$ cat config.mk
export PLATFORM = sky130hd
export DESIGN_NAME = cache_mem_bridge
export DESIGN_NICKNAME = d
export VERILOG_FILES = /design/src/rtl/cache_mem_bridge.sv
export SDC_FILE = /design/constraint.sdc
export NUM_CORES = 1
export LEC_CHECK = 0
export BUFFER_PORTS_ARGS = -buffer_cell sky130_fd_sc_hd__buf_2
export CAP_MARGIN = 20
export CELL_PAD_IN_SITES_DETAIL_PLACEMENT = 2
export CELL_PAD_IN_SITES_GLOBAL_PLACEMENT = 2
export CORE_MARGIN = 2
export CORE_UTILIZATION = 16
export CTS_BUF_LIST = sky130_fd_sc_hd__clkbuf_4 sky130_fd_sc_hd__clkbuf_8 sky130_fd_sc_hd__clkbuf_16
export DETAILED_ROUTE_END_ITERATION = 6
export GPL_TIMING_DRIVEN = 0
export HOLD_SLACK_MARGIN = 0.05
export PLACE_DENSITY = 0.8
export REMOVE_ABC_BUFFERS = 1
export SLEW_MARGIN = 25
export SYNTH_ARGS = -nofsm -noshare
export SYNTH_HDL_FRONTEND = slang
export SYNTH_SLANG_ARGS = --single-unit
$ cat constraint.sdc
create_clock -name clk_i -period 1.7 [get_ports clk_i]
set_clock_uncertainty 0.15 [all_clocks]
set_input_delay 0.17 -clock clk_i [delete_from_list [all_inputs] [get_ports clk_i]]
set_output_delay 0.17 -clock clk_i [all_outputs]
set_load 0.01 [all_outputs]
$ cat src/rtl/cache_mem_bridge.sv
// Memory-side line transfer engine below the cache controller.
// Splits one write-back or refill into LINE_SIZE word transfers.
module cache_mem_bridge #(
  parameter int LINE_SIZE = 4,
  parameter int OFF_WIDTH = $clog2(LINE_SIZE)
) (
  input  logic                 clk_i,
  input  logic                 rst_ni,
  input  logic                 req_valid_i,
  output logic                 req_ready_o,
  input  logic                 req_write_i,
  input  logic [31:0]          req_addr_i,
  output logic [OFF_WIDTH-1:0] line_offset_o,
  input  logic [31:0]          wb_data_i,
  output logic                 fill_we_o,
  output logic [31:0]          fill_data_o,
  output logic                 done_o,
  output logic                 mem_valid_o,
  input  logic                 mem_ready_i,
  output logic                 mem_write_o,
  output logic [31:0]          mem_addr_o,
  output logic [31:0]          mem_wdata_o,
  input  logic                 mem_rvalid_i,
  input  logic [31:0]          mem_rdata_i
);

  localparam logic [2:0] IDLE      = 3'd0;
  localparam logic [2:0] WRITE     = 3'd1;
  localparam logic [2:0] READ_REQ  = 3'd2;
  localparam logic [2:0] READ_WAIT = 3'd3;
  localparam logic [2:0] DONE      = 3'd4;

  logic [2:0]           state_q;
  logic [OFF_WIDTH-1:0] cnt_q;
  logic [31:OFF_WIDTH+2] base_q;
  logic                 wr_q;
  logic                 last;

  assign last = (cnt_q == OFF_WIDTH'(LINE_SIZE - 1));

  always_comb begin
    req_ready_o   = 1'b0;
    line_offset_o = cnt_q;
    fill_we_o     = 1'b0;
    fill_data_o   = 32'h0;
    done_o        = 1'b0;
    mem_valid_o   = 1'b0;
    mem_write_o   = 1'b0;
    mem_addr_o    = 32'h0;
    mem_wdata_o   = 32'h0;
    case (state_q)
      IDLE: req_ready_o = 1'b1;
      WRITE: begin
        mem_valid_o = 1'b1;
        mem_write_o = wr_q;
        mem_addr_o  = {base_q, cnt_q, 2'b00};
        mem_wdata_o = wb_data_i;
      end
      READ_REQ: begin
        mem_valid_o = 1'b1;
        mem_addr_o  = {base_q, cnt_q, 2'b00};
      end
      READ_WAIT: begin
        fill_we_o   = mem_rvalid_i;
        fill_data_o = mem_rvalid_i ? mem_rdata_i : 32'h0;
      end
      DONE: done_o = 1'b1;
      default: ;
    endcase
  end

  always_ff @(posedge clk_i or negedge rst_ni) begin
    if (!rst_ni) begin
      state_q <= IDLE;
      cnt_q   <= '0;
      base_q  <= '0;
      wr_q    <= 1'b0;
    end else begin
      case (state_q)
        IDLE: begin
          if (req_valid_i) begin
            base_q  <= req_addr_i[31:OFF_WIDTH+2];
            wr_q    <= req_write_i;
            cnt_q   <= '0;
            state_q <= req_write_i ? WRITE : READ_REQ;
          end
        end
        WRITE: begin
          if (mem_ready_i) begin
            if (last) state_q <= DONE;
            else      cnt_q   <= cnt_q + 1'b1;
          end
        end
        READ_REQ: begin
          if (mem_ready_i) state_q <= READ_WAIT;
        end
        READ_WAIT: begin
          if (mem_rvalid_i) begin
            if (last) begin
              state_q <= DONE;
            end else begin
              cnt_q   <= cnt_q + 1'b1;
              state_q <= READ_REQ;
            end
          end
        end
        DONE:    state_q <= IDLE;
        default: state_q <= IDLE;
      endcase
    end
  end

endmodule

Word level (Yosys, flattened, before mapping)

Index checks and enable logic that the tools add are counted.

Bits in registers: 34
Output and inout port bits: 103
Logic and storage cells: 43

Reduce and logical (&&, ||, !) cells: 6
Add/sub/neg operators: 1
Multiplexer cells: 22
Equal/unequal tests: 10

Operators with widths:

| operator            | count |
|---|---|
| $mux 32             | 4 |
| $mux 3              | 6 |
| $pmux 3 s4          | 1 |
| $mux 2              | 5 |
| $ne 2x2->1 const B  | 5 |
| $eq 3x2->1 const B  | 2 |
| $pmux 2 s3          | 1 |
| $mux 1              | 5 |
| $reduce_and 5->1    | 1 |
| $reduce_and 4->1    | 1 |
| $eq 3x1->1 const B  | 1 |
| $eq 3x3->1 const B  | 1 |
| $logic_not 3->1     | 1 |
| $reduce_bool 3->1   | 1 |
| $add 2x1->2 const B | 1 |
| $eq 2x2->1 const B  | 1 |
| $reduce_and 2->1    | 1 |
| $reduce_or 2->1     | 1 |

Depth between registers and ports, before layout

Depth in word-level cells: 4
Gate-level depth with buffers: 5
Mapped depth without buffers: 4

Least setup slack after synthesis

No wires, ideal clock.

Path type: reg-to-reg
Start point: register cnt_q[0], in the netlist line_offset_o[0]
End point: register cnt_q[1], in the netlist line_offset_o[1]
Data required time: 1,424 ps
Data arrival time: 1,435 ps
Setup slack: -11 ps
Cell stages (with the launch flop): 5
Path through: dfrtp_1 -> ha_1 -> o21bai_1 -> a211o_1 -> a221o_1

Longest elaborated chain between the ends: 4

RTL lines:

| what                                             | line        | text |
|---|---|---|
| start: declaration                               | 34          | `logic [OFF_WIDTH-1:0] cnt_q;` |
| start signal: assignment                         | 91          | `else cnt_q <= cnt_q + 1'b1;` |
| start signal: assignment                         | 102         | `cnt_q <= cnt_q + 1'b1;` |
| $add 2x1->2 / $eq 2x2->1 (equally long branches) | 91, 102, 39 |  |
| $mux 2 (*)                                       | 90, 99      |  |
| $mux 2 (on tied branches)                        | 98, 89      |  |
| $pmux 2 s3 (*)                                   | 79          | `case (state_q)` |

Mark *: on every way between the ends. The rest lies on a longest branch, timed or not. The select of a mux whose other input is x is not followed.
A chain may end at the register's enable or synchronous reset.

Worst setup path in the final report

Start point: register state_q[0]
End point: output port mem_wdata_o[19]

Longest elaborated chain between the ends: 2

RTL lines:

| what                     | line | text |
|---|---|---|
| start: declaration       | 33   | `logic [2:0] state_q;` |
| start signal: assignment | 85   | `state_q <= req_write_i ? WRITE : READ_REQ;` |
| $eq 3x1->1               | 51   | `case (state_q)` |
| $mux 32                  | 51   |  |
| end: declaration         | 22   | `output logic [31:0] mem_wdata_o,` |

Every way passes these cells.

==> results.sh <==
export IMPL_slew_viol_final=0
export IMPL_worstPathRequired_ns=1.38
export IMPL_fmax_ghz=0.503
export IMPL_tightest_slew_ns=0.855
export IMPL_path_max_fanout=10
export IMPL_layoutNonFillerInstCount=641
export IMPL_via_per_inst=4.16
export IMPL_synthDistinctLibCells=29
export IMPL_p_clk_frac=0.110
export IMPL_netlist_instances=206
export IMPL_synth_area_um2=2090
export IMPL_drtIter0Drc=45
export IMPL_synth_area_leaders="dfrtp_1 (41%), and2_1 (28%), mux2_2 (15%)"
export IMPL_drc=0
export IMPL_min_delay_path_class="input pin to flip-flop"
export IMPL_die_w_um=118
export IMPL_cp_common_cell="buf_6"
export IMPL_yosysWarningCount=0
export IMPL_min_period_ns=1.99
export IMPL_fin_ws_ns=-0.287
export IMPL_violations="negative setup slack"
export IMPL_min_path_cells=2
export IMPL_final_util=0.378
export IMPL_finalSetupViolCount=128
export IMPL_vias=2665
export IMPL_worstHoldEndpoint="state_q[1]$_DFFE_PN0P_"
export IMPL_hold_violations=0
export IMPL_p_int_w=0.00555
export IMPL_grt_pass1_wl_mm=17.3
export IMPL_drive_gt1_frac=0.732
export IMPL_grt_overflow_total=0
export IMPL_p_comb_frac=0.709
export IMPL_total_leakage_power_nw=2.48
export IMPL_critPathMaxStageDelay_ns=0.52
export IMPL_drtPass1Iterations=4
export IMPL_areaGrowthSynthToFinish_pct=129
export IMPL_ant_nets=0
export IMPL_synth_top_area_cell="dfrtp_1"
export IMPL_initial_core_util=0.165
export IMPL_antenna_found_initial=2
export IMPL_mostFrequentLayoutCells="buf_2 (147), buf_6 (64), and2_4 (51)"
export IMPL_place_hpwl_mm=6.99
export IMPL_yosysSeqAreaShare=0.407
export IMPL_rsz0062_at_grt="true"
export IMPL_wl_per_cell_um=19.7
export IMPL_switchingPower_w=0.00308
export IMPL_maxCapViolCount=0
export IMPL_p_sw_frac=0.357
export IMPL_place_congestion=0.721
export IMPL_reg2reg_depth=6
export IMPL_fillers=1395
export IMPL_cp_slowest_cell="dfrtp_4"
export IMPL_p_per_area_nw_per_um2=1800
export IMPL_die_area_um2=14000
export IMPL_r2r_setup_slack_ns=-0.27
export IMPL_tns_ns=-26.66
export IMPL_dieHeight_um=118
export IMPL_slew_headroom=0.430
export IMPL_fin_nets=569
export IMPL_port_buffers=198
export IMPL_cts_max_level=2
export IMPL_crit_type="flip-flop to output pin"
export IMPL_final_common_cell="buf_2"
export IMPL_core_area_um2=12700
export IMPL_drt_wl_total_mm=12.6
export IMPL_cts_tree="built"
export IMPL_clock_tree_root_cell="clkbuf_16"
export IMPL_worstPathArrival_ns=1.67
export IMPL_ys_ff_latch=34
export IMPL_seq_power_share=0.181
export IMPL_crit_chain="buf_6, nor3b_4, buf_6, buf_6, and2_1, buf_2"
export IMPL_yosysTopAreaCellShare=0.407
export IMPL_grt_pass1_vias=2996
export IMPL_post_route_period_util=1.17
export IMPL_dpl_cell_count=562
export IMPL_grt_max_degree=35
export IMPL_end_kind="output pin"
export IMPL_status="finished with violations"
export IMPL_multi_input_area_um2=1540
export IMPL_worstReg2RegStart="state_q[0]$_DFFE_PN0P_"
export IMPL_clk_path_buf_depth=2
export IMPL_clock_latency_ns=0.28
export IMPL_holdCritStartpoint="mem_rvalid_i"
export IMPL_pin_count=205
export IMPL_vdd_drop_max_uv=842
export IMPL_register_area_um2=863
export IMPL_groute_usage_overall=0.160
export IMPL_syn_area_per_cell_um2=10.1
export IMPL_num_rows=41
export IMPL_path_clk_slew_ns=0.05
export IMPL_start_kind="flip-flop"
export IMPL_clkSinkCount=34
export IMPL_numCtsBuffers=5
export IMPL_r2r_end="base_q[8]$_DFFE_PN0P_"
-- cells in the mapped netlist --
library cell   n
conb_1         1
and2_1        95
a311o_1        1
and4b_1        1
o21bai_1       1
o21ai_0        1
buf_2          6
mux2i_1        2
buf_4          3
a221o_1        1
nor4b_1        1
a211o_1        1
xnor2_1        1
ha_1           1
nand2b_1       1
a21oi_1        2
nor4b_2        1
a311oi_1       1
mux2_2        27
mux2_1         2
clkbuf_1       9
nor2b_1        3
nor4bb_1       1
nor2_1         2
and3b_1        1
nor3b_1        3
dfrtp_1       34
o21a_1         1
nor3_1         2
-- registers in the layout (all words and copies together) (netlist names) --
signal         flops
line_offset_o      2
base_q            28
state_q            3
wr_q               1
-- kinds of logic after synthesis --
family,count (synthesis),synth area share
and+or+nand+nor,111,0.341
DFF,34,0.407
muxes,31,0.166
buffers and inverters,18,0.0413
AOI/OAI and AO/OA,9,0.0324
adders and majority gates,1,0.00599
other,1,0.00180
xor gates and xnor gates,1,0.00419
-- per-layer routing --
layer / wire length, µm / vias up / track usage / share of wire
li1: - / 1202 / - / -
met1: 4270 / 1315 / 0.154 / 0.34
met2: 7310 / 139 / 0.324 / 0.58
met3: 960 / 9 / 0.0560 / 0.076
met4: 111 / 0 / 0.0294 / 0.0088
met5: 0 / - / 0 / 0
-- how the worst max path moves through the flow --
stage,from,end,slack [ns]
after floorplan,state_q[1]$_DFFE_PN0P_,base_q[10]$_DFFE_PN0P_,-1.26
after global placement,state_q[1]$_DFFE_PN0P_,base_q[9]$_DFFE_PN0P_,-2.28
after detailed placement,state_q[2]$_DFFE_PN0P_,base_q[8]$_DFFE_PN0P_,-0.81
after CTS,state_q[1]$_DFFE_PN0P_,mem_addr_o[13],-0.26
after global routing,state_q[2]$_DFFE_PN0P_,mem_wdata_o[19],-0.34
final,state_q[0]$_DFFE_PN0P_,mem_wdata_o[19],-0.29
-- layout make-up --
| type | instances | area share |
|---|---|---|
| diodes | 2 | 0.00105 |
| clock buffers | 7 | 0.0306 |
| clock inverters | 1 | 0.00105 |
| multi-input cells | 160 | 0.322 |
| flip-flops and latches | 34 | 0.180 |
| well taps | 172 | 0.0450 |
| repair buffers | 265 | 0.420 |
-- critical path: cells and delay by family, from the launching register on --
| family | cells | cell delay [ns] |
|---|---|---|
| buffers and inverters | 4 | 0.57 |
| DFF | 1 | 0.52 |
| and+or+nand+nor | 2 | 0.31 |
-- power groups by stage --
stage          Clock, W  Sequential [W]  Combinational (W)
5_1_grt         0.00102         0.00160            0.00652
3_3_place_gp          0         0.00148            0.00272
3_5_place_dp          0         0.00154            0.00310
2_1_floorplan         0         0.00143            0.00176
6_report       0.000947         0.00156            0.00612
4_1_cts        0.000987         0.00155            0.00596
-- metrics by stage --
step | worst slack [ns] | instance area [µm²] | total power [W] | hold slack (ns)
floorplan | -1.26 | 2010 | 0.00319 | -0.276
global placement | -2.28 | 3210 | 0.00420 | 0.152
finish | -0.287 | 4780 | 0.00863 | 0.130
detailed placement | -0.811 | 3270 | 0.00464 | 0.178
global route | -0.338 | 4780 | 0.00914 | 0.164
CTS | -0.265 | 4570 | 0.00849 | 0.0666
-- timing repair --
action / CTS / global route
hold endpoints to repair: 63 / 0
pin swaps: 37 / 11
buffers inserted: 25 / 9
cloned: 6 / 5
hold buffers: 30 / 0
setup endpoints to repair: 128 / 130
resized for setup: 126 / 58
(Power assumes the default switching activity.)
